===== src/rtl/fox_hoplite_network_interface_if.sv =====
// Router-side port bundle for the Hoplite network interface.
// Master is the node interface; slave is the router.
interface fox_hoplite_network_interface_if #(
  parameter int PACKET_BITS = 54
);
  logic [PACKET_BITS-1:0] rtr_out_data;
  logic                   rtr_out_valid;
  logic                   rtr_out_ready;
  logic [PACKET_BITS-1:0] rtr_in_data;
  logic                   rtr_in_valid;

  modport master (
    output rtr_out_data,
    output rtr_out_valid,
    input  rtr_out_ready,
    input  rtr_in_data,
    input  rtr_in_valid
  );

  modport slave (
    input  rtr_out_data,
    input  rtr_out_valid,
    output rtr_out_ready,
    output rtr_in_data,
    output rtr_in_valid
  );
endinterface


===== src/rtl/fox_hoplite_network_interface.sv =====
// Node-side packet assembly plus TX/RX packet FIFOs
// between a PicoRV32 node and its Hoplite router.
module fox_hoplite_network_interface #(
  parameter int COORD_BITS           = 1,
  parameter int MULTICAST_GROUP_BITS = 1,
  parameter int MATRIX_TYPE_BITS     = 1,
  parameter int MATRIX_COORD_BITS    = 8,
  parameter int MATRIX_ELEMENT_BITS  = 32,
  parameter int TX_FIFO_DEPTH        = 4,
  parameter int RX_FIFO_DEPTH        = 4
) (
  input  logic clk,
  input  logic reset_n,

  input  logic [COORD_BITS-1:0]           node_x_coord,
  input  logic                            node_x_coord_valid,
  input  logic [COORD_BITS-1:0]           node_y_coord,
  input  logic                            node_y_coord_valid,
  input  logic [MULTICAST_GROUP_BITS-1:0] node_multicast_group,
  input  logic                            node_multicast_group_valid,
  input  logic                            node_done_flag,
  input  logic                            node_done_flag_valid,
  input  logic                            node_result_flag,
  input  logic                            node_result_flag_valid,
  input  logic [MATRIX_TYPE_BITS-1:0]     node_matrix_type,
  input  logic                            node_matrix_type_valid,
  input  logic [MATRIX_COORD_BITS-1:0]    node_matrix_x_coord,
  input  logic                            node_matrix_x_coord_valid,
  input  logic [MATRIX_COORD_BITS-1:0]    node_matrix_y_coord,
  input  logic                            node_matrix_y_coord_valid,
  input  logic [MATRIX_ELEMENT_BITS-1:0]  node_matrix_element,
  input  logic                            node_matrix_element_valid,
  input  logic                            node_packet_complete,
  output logic                            message_out_ready,

  output logic [MULTICAST_GROUP_BITS-1:0] node_in_multicast_group,
  output logic                            node_in_done_flag,
  output logic                            node_in_result_flag,
  output logic [MATRIX_TYPE_BITS-1:0]     node_in_matrix_type,
  output logic [MATRIX_COORD_BITS-1:0]    node_in_matrix_x_coord,
  output logic [MATRIX_COORD_BITS-1:0]    node_in_matrix_y_coord,
  output logic [MATRIX_ELEMENT_BITS-1:0]  node_in_matrix_element,
  output logic                            message_in_valid,
  output logic                            message_in_available,
  input  logic                            message_in_read,

  fox_hoplite_network_interface_if.master rtr,

  output logic tx_overflow,
  output logic rx_overflow
);

  localparam int PACKET_BITS = 2*COORD_BITS + MULTICAST_GROUP_BITS
    + 2 + MATRIX_TYPE_BITS + 2*MATRIX_COORD_BITS
    + MATRIX_ELEMENT_BITS;

  localparam int TX_AW = $clog2(TX_FIFO_DEPTH);
  localparam int TX_CW = TX_AW + 1;
  localparam int RX_AW = $clog2(RX_FIFO_DEPTH);
  localparam int RX_CW = RX_AW + 1;

  typedef struct packed {
    logic [COORD_BITS-1:0]           x_coord;
    logic [COORD_BITS-1:0]           y_coord;
    logic [MULTICAST_GROUP_BITS-1:0] multicast_group;
    logic                            done_flag;
    logic                            result_flag;
    logic [MATRIX_TYPE_BITS-1:0]     matrix_type;
    logic [MATRIX_COORD_BITS-1:0]    matrix_x_coord;
    logic [MATRIX_COORD_BITS-1:0]    matrix_y_coord;
    logic [MATRIX_ELEMENT_BITS-1:0]  matrix_element;
  } pkt_t;

  // ---------------- staging ----------------
  pkt_t stage_q;
  pkt_t stage_d;

  // Field writes in the commit cycle land in the pushed word too.
  always_comb begin
    stage_d = stage_q;
    if (node_x_coord_valid)
      stage_d.x_coord = node_x_coord;
    if (node_y_coord_valid)
      stage_d.y_coord = node_y_coord;
    if (node_multicast_group_valid)
      stage_d.multicast_group = node_multicast_group;
    if (node_done_flag_valid)
      stage_d.done_flag = node_done_flag;
    if (node_result_flag_valid)
      stage_d.result_flag = node_result_flag;
    if (node_matrix_type_valid)
      stage_d.matrix_type = node_matrix_type;
    if (node_matrix_x_coord_valid)
      stage_d.matrix_x_coord = node_matrix_x_coord;
    if (node_matrix_y_coord_valid)
      stage_d.matrix_y_coord = node_matrix_y_coord;
    if (node_matrix_element_valid)
      stage_d.matrix_element = node_matrix_element;
  end

  always_ff @(posedge clk) begin
    if (!reset_n)
      stage_q <= '0;
    else
      stage_q <= stage_d;
  end

  // ---------------- TX FIFO ----------------
  pkt_t             tx_mem [TX_FIFO_DEPTH];
  logic [TX_AW-1:0] tx_wr_ptr;
  logic [TX_AW-1:0] tx_rd_ptr;
  logic [TX_CW-1:0] tx_count;
  logic             tx_full;
  logic             tx_push;
  logic             tx_pop;

  assign tx_full = tx_count == TX_CW'(TX_FIFO_DEPTH);
  assign tx_pop  = rtr.rtr_out_valid
                 & rtr.rtr_out_ready;
  assign tx_push = node_packet_complete
                 & (~tx_full | tx_pop);

  always_ff @(posedge clk) begin
    if (!reset_n) begin
      tx_wr_ptr   <= '0;
      tx_rd_ptr   <= '0;
      tx_count    <= '0;
      tx_overflow <= 1'b0;
    end else begin
      if (tx_push)
        tx_wr_ptr <= tx_wr_ptr + TX_AW'(1);
      if (tx_pop)
        tx_rd_ptr <= tx_rd_ptr + TX_AW'(1);
      tx_count <= tx_count + TX_CW'(tx_push)
                           - TX_CW'(tx_pop);
      if (node_packet_complete && !tx_push)
        tx_overflow <= 1'b1;
    end
  end

  always_ff @(posedge clk) begin
    if (tx_push)
      tx_mem[tx_wr_ptr] <= stage_d;
  end

  assign message_out_ready = reset_n & ~tx_full;
  assign rtr.rtr_out_valid = reset_n
                           & (tx_count != '0);
  assign rtr.rtr_out_data  = rtr.rtr_out_valid
                           ? tx_mem[tx_rd_ptr]
                           : '0;

  // ---------------- RX FIFO ----------------
  pkt_t             rx_mem [RX_FIFO_DEPTH];
  logic [RX_AW-1:0] rx_wr_ptr;
  logic [RX_AW-1:0] rx_rd_ptr;
  logic [RX_CW-1:0] rx_count;
  logic             rx_full;
  logic             rx_push;
  logic             rx_pop;
  pkt_t             rx_head;

  assign rx_full = rx_count == RX_CW'(RX_FIFO_DEPTH);
  assign rx_pop  = message_in_read
                 & message_in_valid;
  assign rx_push = rtr.rtr_in_valid
                 & (~rx_full | rx_pop);

  always_ff @(posedge clk) begin
    if (!reset_n) begin
      rx_wr_ptr            <= '0;
      rx_rd_ptr            <= '0;
      rx_count             <= '0;
      rx_overflow          <= 1'b0;
      message_in_available <= 1'b0;
    end else begin
      if (rx_push)
        rx_wr_ptr <= rx_wr_ptr + RX_AW'(1);
      if (rx_pop)
        rx_rd_ptr <= rx_rd_ptr + RX_AW'(1);
      rx_count <= rx_count + RX_CW'(rx_push)
                           - RX_CW'(rx_pop);
      if (rtr.rtr_in_valid && !rx_push)
        rx_overflow <= 1'b1;
      message_in_available <= message_in_valid;
    end
  end

  always_ff @(posedge clk) begin
    if (rx_push)
      rx_mem[rx_wr_ptr] <= pkt_t'(rtr.rtr_in_data);
  end

  assign message_in_valid = reset_n
                          & (rx_count != '0);
  assign rx_head = message_in_valid
                 ? rx_mem[rx_rd_ptr]
                 : '0;

  assign node_in_multicast_group = rx_head.multicast_group;
  assign node_in_done_flag       = rx_head.done_flag;
  assign node_in_result_flag     = rx_head.result_flag;
  assign node_in_matrix_type     = rx_head.matrix_type;
  assign node_in_matrix_x_coord  = rx_head.matrix_x_coord;
  assign node_in_matrix_y_coord  = rx_head.matrix_y_coord;
  assign node_in_matrix_element  = rx_head.matrix_element;

  // Destination coords name this node; the node never sees them.
  logic unused_rx_dest;
  assign unused_rx_dest = ^{rx_head.x_coord, rx_head.y_coord};

endmodule

===== src/flat_wrapper.sv =====
// flat-port wrapper written by rule: the top's interface ports become plain ports
module fox_hoplite_network_interface_flat 
#(
  parameter int COORD_BITS           = 1,
  parameter int MULTICAST_GROUP_BITS = 1,
  parameter int MATRIX_TYPE_BITS     = 1,
  parameter int MATRIX_COORD_BITS    = 8,
  parameter int MATRIX_ELEMENT_BITS  = 32,
  parameter int TX_FIFO_DEPTH        = 4,
  parameter int RX_FIFO_DEPTH        = 4
)
  (clk, reset_n, node_x_coord, node_x_coord_valid, node_y_coord, node_y_coord_valid, node_multicast_group, node_multicast_group_valid, node_done_flag, node_done_flag_valid, node_result_flag, node_result_flag_valid, node_matrix_type, node_matrix_type_valid, node_matrix_x_coord, node_matrix_x_coord_valid, node_matrix_y_coord, node_matrix_y_coord_valid, node_matrix_element, node_matrix_element_valid, node_packet_complete, message_out_ready, node_in_multicast_group, node_in_done_flag, node_in_result_flag, node_in_matrix_type, node_in_matrix_x_coord, node_in_matrix_y_coord, node_in_matrix_element, message_in_valid, message_in_available, message_in_read, tx_overflow, rx_overflow, rtr_rtr_out_data, rtr_rtr_out_valid, rtr_rtr_out_ready, rtr_rtr_in_data, rtr_rtr_in_valid);
  fox_hoplite_network_interface_if rtr_i ();
  input  logic clk;
  input  logic reset_n;
  input  logic [COORD_BITS-1:0] node_x_coord;
  input  logic node_x_coord_valid;
  input  logic [COORD_BITS-1:0] node_y_coord;
  input  logic node_y_coord_valid;
  input  logic [MULTICAST_GROUP_BITS-1:0] node_multicast_group;
  input  logic node_multicast_group_valid;
  input  logic node_done_flag;
  input  logic node_done_flag_valid;
  input  logic node_result_flag;
  input  logic node_result_flag_valid;
  input  logic [MATRIX_TYPE_BITS-1:0] node_matrix_type;
  input  logic node_matrix_type_valid;
  input  logic [MATRIX_COORD_BITS-1:0] node_matrix_x_coord;
  input  logic node_matrix_x_coord_valid;
  input  logic [MATRIX_COORD_BITS-1:0] node_matrix_y_coord;
  input  logic node_matrix_y_coord_valid;
  input  logic [MATRIX_ELEMENT_BITS-1:0] node_matrix_element;
  input  logic node_matrix_element_valid;
  input  logic node_packet_complete;
  output logic message_out_ready;
  output logic [MULTICAST_GROUP_BITS-1:0] node_in_multicast_group;
  output logic node_in_done_flag;
  output logic node_in_result_flag;
  output logic [MATRIX_TYPE_BITS-1:0] node_in_matrix_type;
  output logic [MATRIX_COORD_BITS-1:0] node_in_matrix_x_coord;
  output logic [MATRIX_COORD_BITS-1:0] node_in_matrix_y_coord;
  output logic [MATRIX_ELEMENT_BITS-1:0] node_in_matrix_element;
  output logic message_in_valid;
  output logic message_in_available;
  input  logic message_in_read;
  output logic tx_overflow;
  output logic rx_overflow;
  output wire logic [$bits(rtr_i.rtr_out_data)-1:0] rtr_rtr_out_data;
  output wire logic [$bits(rtr_i.rtr_out_valid)-1:0] rtr_rtr_out_valid;
  input wire logic [$bits(rtr_i.rtr_out_ready)-1:0] rtr_rtr_out_ready;
  input wire logic [$bits(rtr_i.rtr_in_data)-1:0] rtr_rtr_in_data;
  input wire logic [$bits(rtr_i.rtr_in_valid)-1:0] rtr_rtr_in_valid;
  assign rtr_rtr_out_data = rtr_i.rtr_out_data;
  assign rtr_rtr_out_valid = rtr_i.rtr_out_valid;
  assign rtr_i.rtr_out_ready = rtr_rtr_out_ready;
  assign rtr_i.rtr_in_data = rtr_rtr_in_data;
  assign rtr_i.rtr_in_valid = rtr_rtr_in_valid;
  fox_hoplite_network_interface #(.COORD_BITS(COORD_BITS), .MULTICAST_GROUP_BITS(MULTICAST_GROUP_BITS), .MATRIX_TYPE_BITS(MATRIX_TYPE_BITS), .MATRIX_COORD_BITS(MATRIX_COORD_BITS), .MATRIX_ELEMENT_BITS(MATRIX_ELEMENT_BITS), .TX_FIFO_DEPTH(TX_FIFO_DEPTH), .RX_FIFO_DEPTH(RX_FIFO_DEPTH)) u_core (.clk(clk), .reset_n(reset_n), .node_x_coord(node_x_coord), .node_x_coord_valid(node_x_coord_valid), .node_y_coord(node_y_coord), .node_y_coord_valid(node_y_coord_valid), .node_multicast_group(node_multicast_group), .node_multicast_group_valid(node_multicast_group_valid), .node_done_flag(node_done_flag), .node_done_flag_valid(node_done_flag_valid), .node_result_flag(node_result_flag), .node_result_flag_valid(node_result_flag_valid), .node_matrix_type(node_matrix_type), .node_matrix_type_valid(node_matrix_type_valid), .node_matrix_x_coord(node_matrix_x_coord), .node_matrix_x_coord_valid(node_matrix_x_coord_valid), .node_matrix_y_coord(node_matrix_y_coord), .node_matrix_y_coord_valid(node_matrix_y_coord_valid), .node_matrix_element(node_matrix_element), .node_matrix_element_valid(node_matrix_element_valid), .node_packet_complete(node_packet_complete), .message_out_ready(message_out_ready), .node_in_multicast_group(node_in_multicast_group), .node_in_done_flag(node_in_done_flag), .node_in_result_flag(node_in_result_flag), .node_in_matrix_type(node_in_matrix_type), .node_in_matrix_x_coord(node_in_matrix_x_coord), .node_in_matrix_y_coord(node_in_matrix_y_coord), .node_in_matrix_element(node_in_matrix_element), .message_in_valid(message_in_valid), .message_in_available(message_in_available), .message_in_read(message_in_read), .rtr(rtr_i), .tx_overflow(tx_overflow), .rx_overflow(rx_overflow));
endmodule

===== config.mk =====
export PLATFORM = sky130hd
export DESIGN_NAME = fox_hoplite_network_interface_flat
export DESIGN_NICKNAME = d
export VERILOG_FILES = /design/src/rtl/fox_hoplite_network_interface_if.sv /design/src/rtl/fox_hoplite_network_interface.sv /design/src/flat_wrapper.sv
export SDC_FILE = /design/constraint.sdc
export NUM_CORES = 1
export LEC_CHECK = 0
export ABC_AREA = 0
export CORE_MARGIN = 2
export CORE_UTILIZATION = 45
export CTS_CLUSTER_SIZE = 30
export DETAILED_ROUTE_END_ITERATION = 8
export PLACE_DENSITY = 0.67
export SYNTH_ARGS = -nofsm -noshare
export SYNTH_HDL_FRONTEND = slang
export SYNTH_SLANG_ARGS = --single-unit

===== constraint.sdc =====
create_clock -name clk -period 4.19 [get_ports clk]
set_clock_uncertainty 0.1 [all_clocks]
set_input_delay 0.6285 -clock clk [delete_from_list [all_inputs] [get_ports clk]]
set_output_delay 0.6285 -clock clk [all_outputs]
set_load 0.02 [all_outputs]

## After elaboration in Yosys (flattened, before gate mapping)

Memory sizes are Yosys's and may differ from the RTL's. A register that Yosys moved wholly into a read port is not among the register bits.
Cells that the tools add are included.

- Flip-flop bits (word level): 71
- Bits in writable memories: 432
- Input bits: 123
- Output and inout bits: 112
- Memories: 2

- $add $sub $neg: 8
- Equal/unequal tests: 2
- Muxes and demuxes: 19
- Bitwise gates (word level): 11
- Reduce and logical (&&, ||, !) cells: 6

Memory list:

| name | depth | bits a word | read ports | clocked after memory_dff | wr ports | RTL line | RTL |
|---|---|---|---|---|---|---|---|
| u_core.rx_mem | 4 | 54 | 1 | 1 | 1 | fox_hoplite_network_interface.sv:154 | `pkt_t rx_mem [RX_FIFO_DEPTH];` |
| u_core.tx_mem | 4 | 54 | 1 | 1 | 1 | fox_hoplite_network_interface.sv:109 | `pkt_t tx_mem [TX_FIFO_DEPTH];` |

Operator list:

| operator | count |
|---|---|
| $mux W54 | 1 |
| $mux W52 | 1 |
| $mux W32 | 1 |
| $mux W8 | 2 |
| $mux W1 | 10 |
| $add A2 B1 Y2 const B | 4 |
| $mux W2 | 4 |
| $and A1 B1 Y1 | 7 |
| $add A3 B1 Y3 | 2 |
| $eq A3 B3 Y1 const B | 2 |
| $reduce_bool A3 Y1 | 2 |
| $sub A3 B1 Y3 | 2 |
| $logic_and A1 B1 Y1 | 2 |
| $logic_not A1 Y1 | 2 |
| $not A1 Y1 | 2 |
| $or A1 B1 Y1 | 2 |

## Logic depth before layout (Yosys ltp)

- Depth after elaboration: 7
- Mapped depth: 10
- Gate-level depth less buffers: 9

## Worst setup path before layout

OpenSTA, ideal clock, no wires.

- Path type: input to register
- Start point: input port reset_n
- End point: memory u_core.tx_mem[0][0] (netlist bit) (enable)
- Library setup time: 0.417 ns
- Arrival: 2.376 ns
- Setup slack: 1.297 ns
- Stages on the path: 4
- Buffers on the path: 1
- Cell sequence: buf_2 > and2_1 > o21a_1 > and2_1

- Word-level cells in the longest chain between the ends: 6

RTL lines:

| what | RTL line | RTL |
|---|---|---|
| start, declared | flat_wrapper.sv:15 | `input logic reset_n;` |
| $and A1 B1 Y1 | fox_hoplite_network_interface.sv:148 | `& (tx_count != '0);` |
| $and A1 B1 Y1 | fox_hoplite_network_interface.sv:119 | `& rtr.rtr_out_ready;` |
| $or A1 B1 Y1 | fox_hoplite_network_interface.sv:121 | `& (~tx_full \| tx_pop);` |
| $and A1 B1 Y1 | fox_hoplite_network_interface.sv:121 |  |
| $mux W1 | fox_hoplite_network_interface.sv:142 | `if (tx_push)` |
| $mux W1 (not written as such) | fox_hoplite_network_interface.sv:143 | `tx_mem[tx_wr_ptr] <= stage_d;` |
| end, declared | fox_hoplite_network_interface.sv:109 |  |

Every way passes these cells.

==> out/summary.txt <==
# resized after CTS -> 0
Vias in the first global route -> 10200
Drt pass-1 iters -> 5
Final setup fails -> 0
FF-to-FF End -> u_core.rx_count[2]
Final Hold Fails -> 0
Critical Path RT -> 3.46 ns
Synth Flop Type -> edfxtp_1
# IOs -> 235
Post-CTS Setup Repair Bufs -> 0
Max H-tree Level -> 2
Multi-input combinational cell area -> 0.00464 mm²
Worst Setup EP -> node_in_matrix_y_coord[5]
Worst-Margin Slew -> 1.02 ns
Post-synth top area share -> 66.3%
Setup TNS -> 0 ns
Max cap viols -> 0
Remaining global-route overflow -> 0
CTS tree -> yes
#FFs+latches synth -> 499
Crit Path Max Fanout -> 27
Die area -> 0.0444 mm²
M3 GR Usage -> 4.83%
Crit path time final -> 3.66 ns
Synth Warn # -> 0
Max-slew violations -> 0
Worst hold path stage count -> 1
Post-synth ARST share -> 0%
Max Clk Rate -> 0.273 GHz
Starting Density -> 45.7%
Unique masters post-synth -> 27
Hold buffer count at CTS -> 0
Fin area -> 0.0238 mm²
Post-synthesis sequential area ratio -> 74.1%
RSZ-0062 raised after global routing -> no
Synthesized cell area -> 0.0192 mm²
GR met1 Demand/Resource -> 21.9%
Crit Reg-Reg Startpoint -> u_core.rx_count[1]
# port buffers -> 232
Final worst-path cycle share -> 87.3%
Total number of vias -> 9475
Number of remaining DRC errors -> 0
LEAKAGE -> 7.98 nW
CP Capture Type -> output pin
Synth Net Count -> 1100
Gr usage total -> 17.3%
Core area -> 0.0420 mm²
ANT nets after route -> 0
Most instantiated cells after synthesis -> edfxtp_1 (424), mux4_2 (106), and2_1 (75), dfxtp_1 (75), nor2b_1 (55)
Net count, final -> 1350
Initial antenna violation count -> 2
Critical Path AT -> 2.93 ns
Gp weighted congestion -> 0.721
Worst setup path class -> register to output pin
Post-synth EDFFs -> 424
Chip Width -> 211 µm
Placed cell area -> 0.0222 mm²
Startpoint Class -> register
Fillcell total -> 3265
Initial DRC Count -> 625
Pwr Density -> 580 mW/mm²
CTS clk-pin slew, worst paths -> 0.06 ns
Global-route wire length before repair -> 58000 µm
Hold Path Class -> register to register
Grt met2 use -> 29.8%
WL per Instance -> 21.3 µm
Mean Syn Cell Area -> 20.0 µm²
Worst Reg-to-Reg Cells -> 9
Post-detailed-routing wire length -> 38200 µm
Clk buf depth -> 3
Most common cell in the netlist -> edfxtp_1
Clock buffer count from CTS -> 51
FP Rows -> 75
Outcome -> complete, no violations
Root buffer cell -> clkbuf_16
Layout cells sized above 1 -> 20.8%
Seq. cell area -> 0.0142 mm²
Biggest area consumer among synthesized cells -> edfxtp_1
Via density -> 5.28
Largest net degree at the start of global routing -> 53
Top post-synthesis cells by area -> edfxtp_1 (66%), mux4_2 (12%), dfxtp_1 (7.8%), mux2_2 (3.0%), and2_1 (2.4%)
Area Overhead vs Synth -> 23.6%
Slew headroom -> 32.3%
Synth Instances -> 963
Worst skew pair latency -> 0.58 ns
Post-DP HPWL -> 22300 µm
Final core occ -> 56.5%
CTS sink cnt -> 499
Slack of the worst reg-to-reg path -> 1.68 ns
Worst VDD drop -> 0.364 mV
Most used routing layer -> met2
Die height -> 211 µm
## registers in the layout (all words and copies together) (netlist names), named ones only
| signal | cells |
|---|---|
| u_core.message_in_available | 1 |
| u_core.rx_rd_ptr | 2 |
| u_core.rx_count | 3 |
| u_core.stage_q | 54 |
| u_core.tx_mem | 216 |
| u_core.tx_count | 3 |
| u_core.rx_mem | 208 |
| u_core.tx_rd_ptr | 2 |
| u_core.rx_wr_ptr | 2 |
| u_core.rx_overflow | 1 |
| u_core.tx_overflow | 1 |
| u_core.tx_wr_ptr | 2 |
## worst min-delay path by stage
stage,to,from,slack [ns]
6_report,register,u_core.tx_rd_ptr[1],0.35
5_1_grt,u_core.rx_overflow,u_core.rx_overflow,0.38
4_1_cts,register,u_core.tx_rd_ptr[1],0.35
3_5_place_dp,register,u_core.tx_rd_ptr[1],0.35
3_3_place_gp,register,u_core.tx_rd_ptr[1],0.33
2_1_floorplan,register,u_core.tx_rd_ptr[1],0.33
## cell type report
type | instances | area share, %
clock buffer | 72 | 5.84
antenna | 1 | 0.0105
tap | 539 | 2.84
clock inverter | 22 | 0.595
multi-input combinational | 396 | 19.5
inverter | 12 | 0.190
sequential | 499 | 60.0
timing repair buffer | 253 | 11.1
## report_power, final
part / switching (W) / total (W) / internal, W / leakage, nW
clock network: 0.00179 / 0.00416 / 0.00237 / 0.751
registers: 0.000263 / 0.00619 / 0.00592 / 4.54
logic: 0.00164 / 0.00343 / 0.00179 / 2.69
## per-stage QoR
step / power [W] / worst slack (ns) / hold WS [ns] / cells
6_report: 0.0138 / 0.533 / 0.348 / 1794
5_1_grt: 0.0144 / 0.318 / 0.382 / 1793
4_1_cts: 0.0140 / 0.417 / 0.353 / 1793
3_5_place_dp: 0.00980 / 1.06 / 0.345 / 1699
3_3_place_gp: 0.00975 / 1.09 / 0.332 / 1699
2_1_floorplan: 0.00848 / 1.30 / 0.327 / 963
## cell families (layout without fill, tap and decap cells)
logic type      after synthesis  in the layout  synth area share [%]
mux                         167            167                  16.0
fa+ha+maj                    14             14                 0.990
buf+inv                      68            359                  1.89
other cells                   0              1                     0
xor+xnor                      6              6                 0.273
simple gates                199            199                  6.37
compound gates               10             10                 0.436
flops                       499            499                  74.1
## cells in the final DEF, fill, tap and decap left out, drive strengths merged, types with 2 or more instances in the layout
cell | netlist | layout
clkdlybuf4s50 | 0 | 231
ha | 12 | 12
or3b | 2 | 2
o31ai | 2 | 2
and3 | 53 | 53
inv | 12 | 15
dfxtp | 75 | 75
clkinv | 0 | 17
nand2 | 11 | 11
fa | 2 | 2
xnor2 | 5 | 5
mux4 | 106 | 106
buf | 30 | 22
edfxtp | 424 | 424
nor2b | 55 | 55
nor3b | 2 | 2
mux2i | 7 | 7
clkbuf | 26 | 72
o21a | 6 | 6
mux2 | 54 | 54
and2 | 75 | 75
## metal layers
| layer | vias up | part of all wire (%) |
|---|---|---|
| met5 | - | 0.065 |
| met4 | 4 | 1.7 |
| met3 | 52 | 6.7 |
| met2 | 256 | 50 |
| met1 | 4884 | 42 |
| li1 | 4279 | - |
## critical path, cell delays in order (launching register included)
cell and delay, ns:
dfxtp_4 0.74, buf_4 0.33, mux4_2 0.52, and3_1 0.20, clkdlybuf4s50_1 0.55
Note: power is estimated with default switching activity, not from simulation.
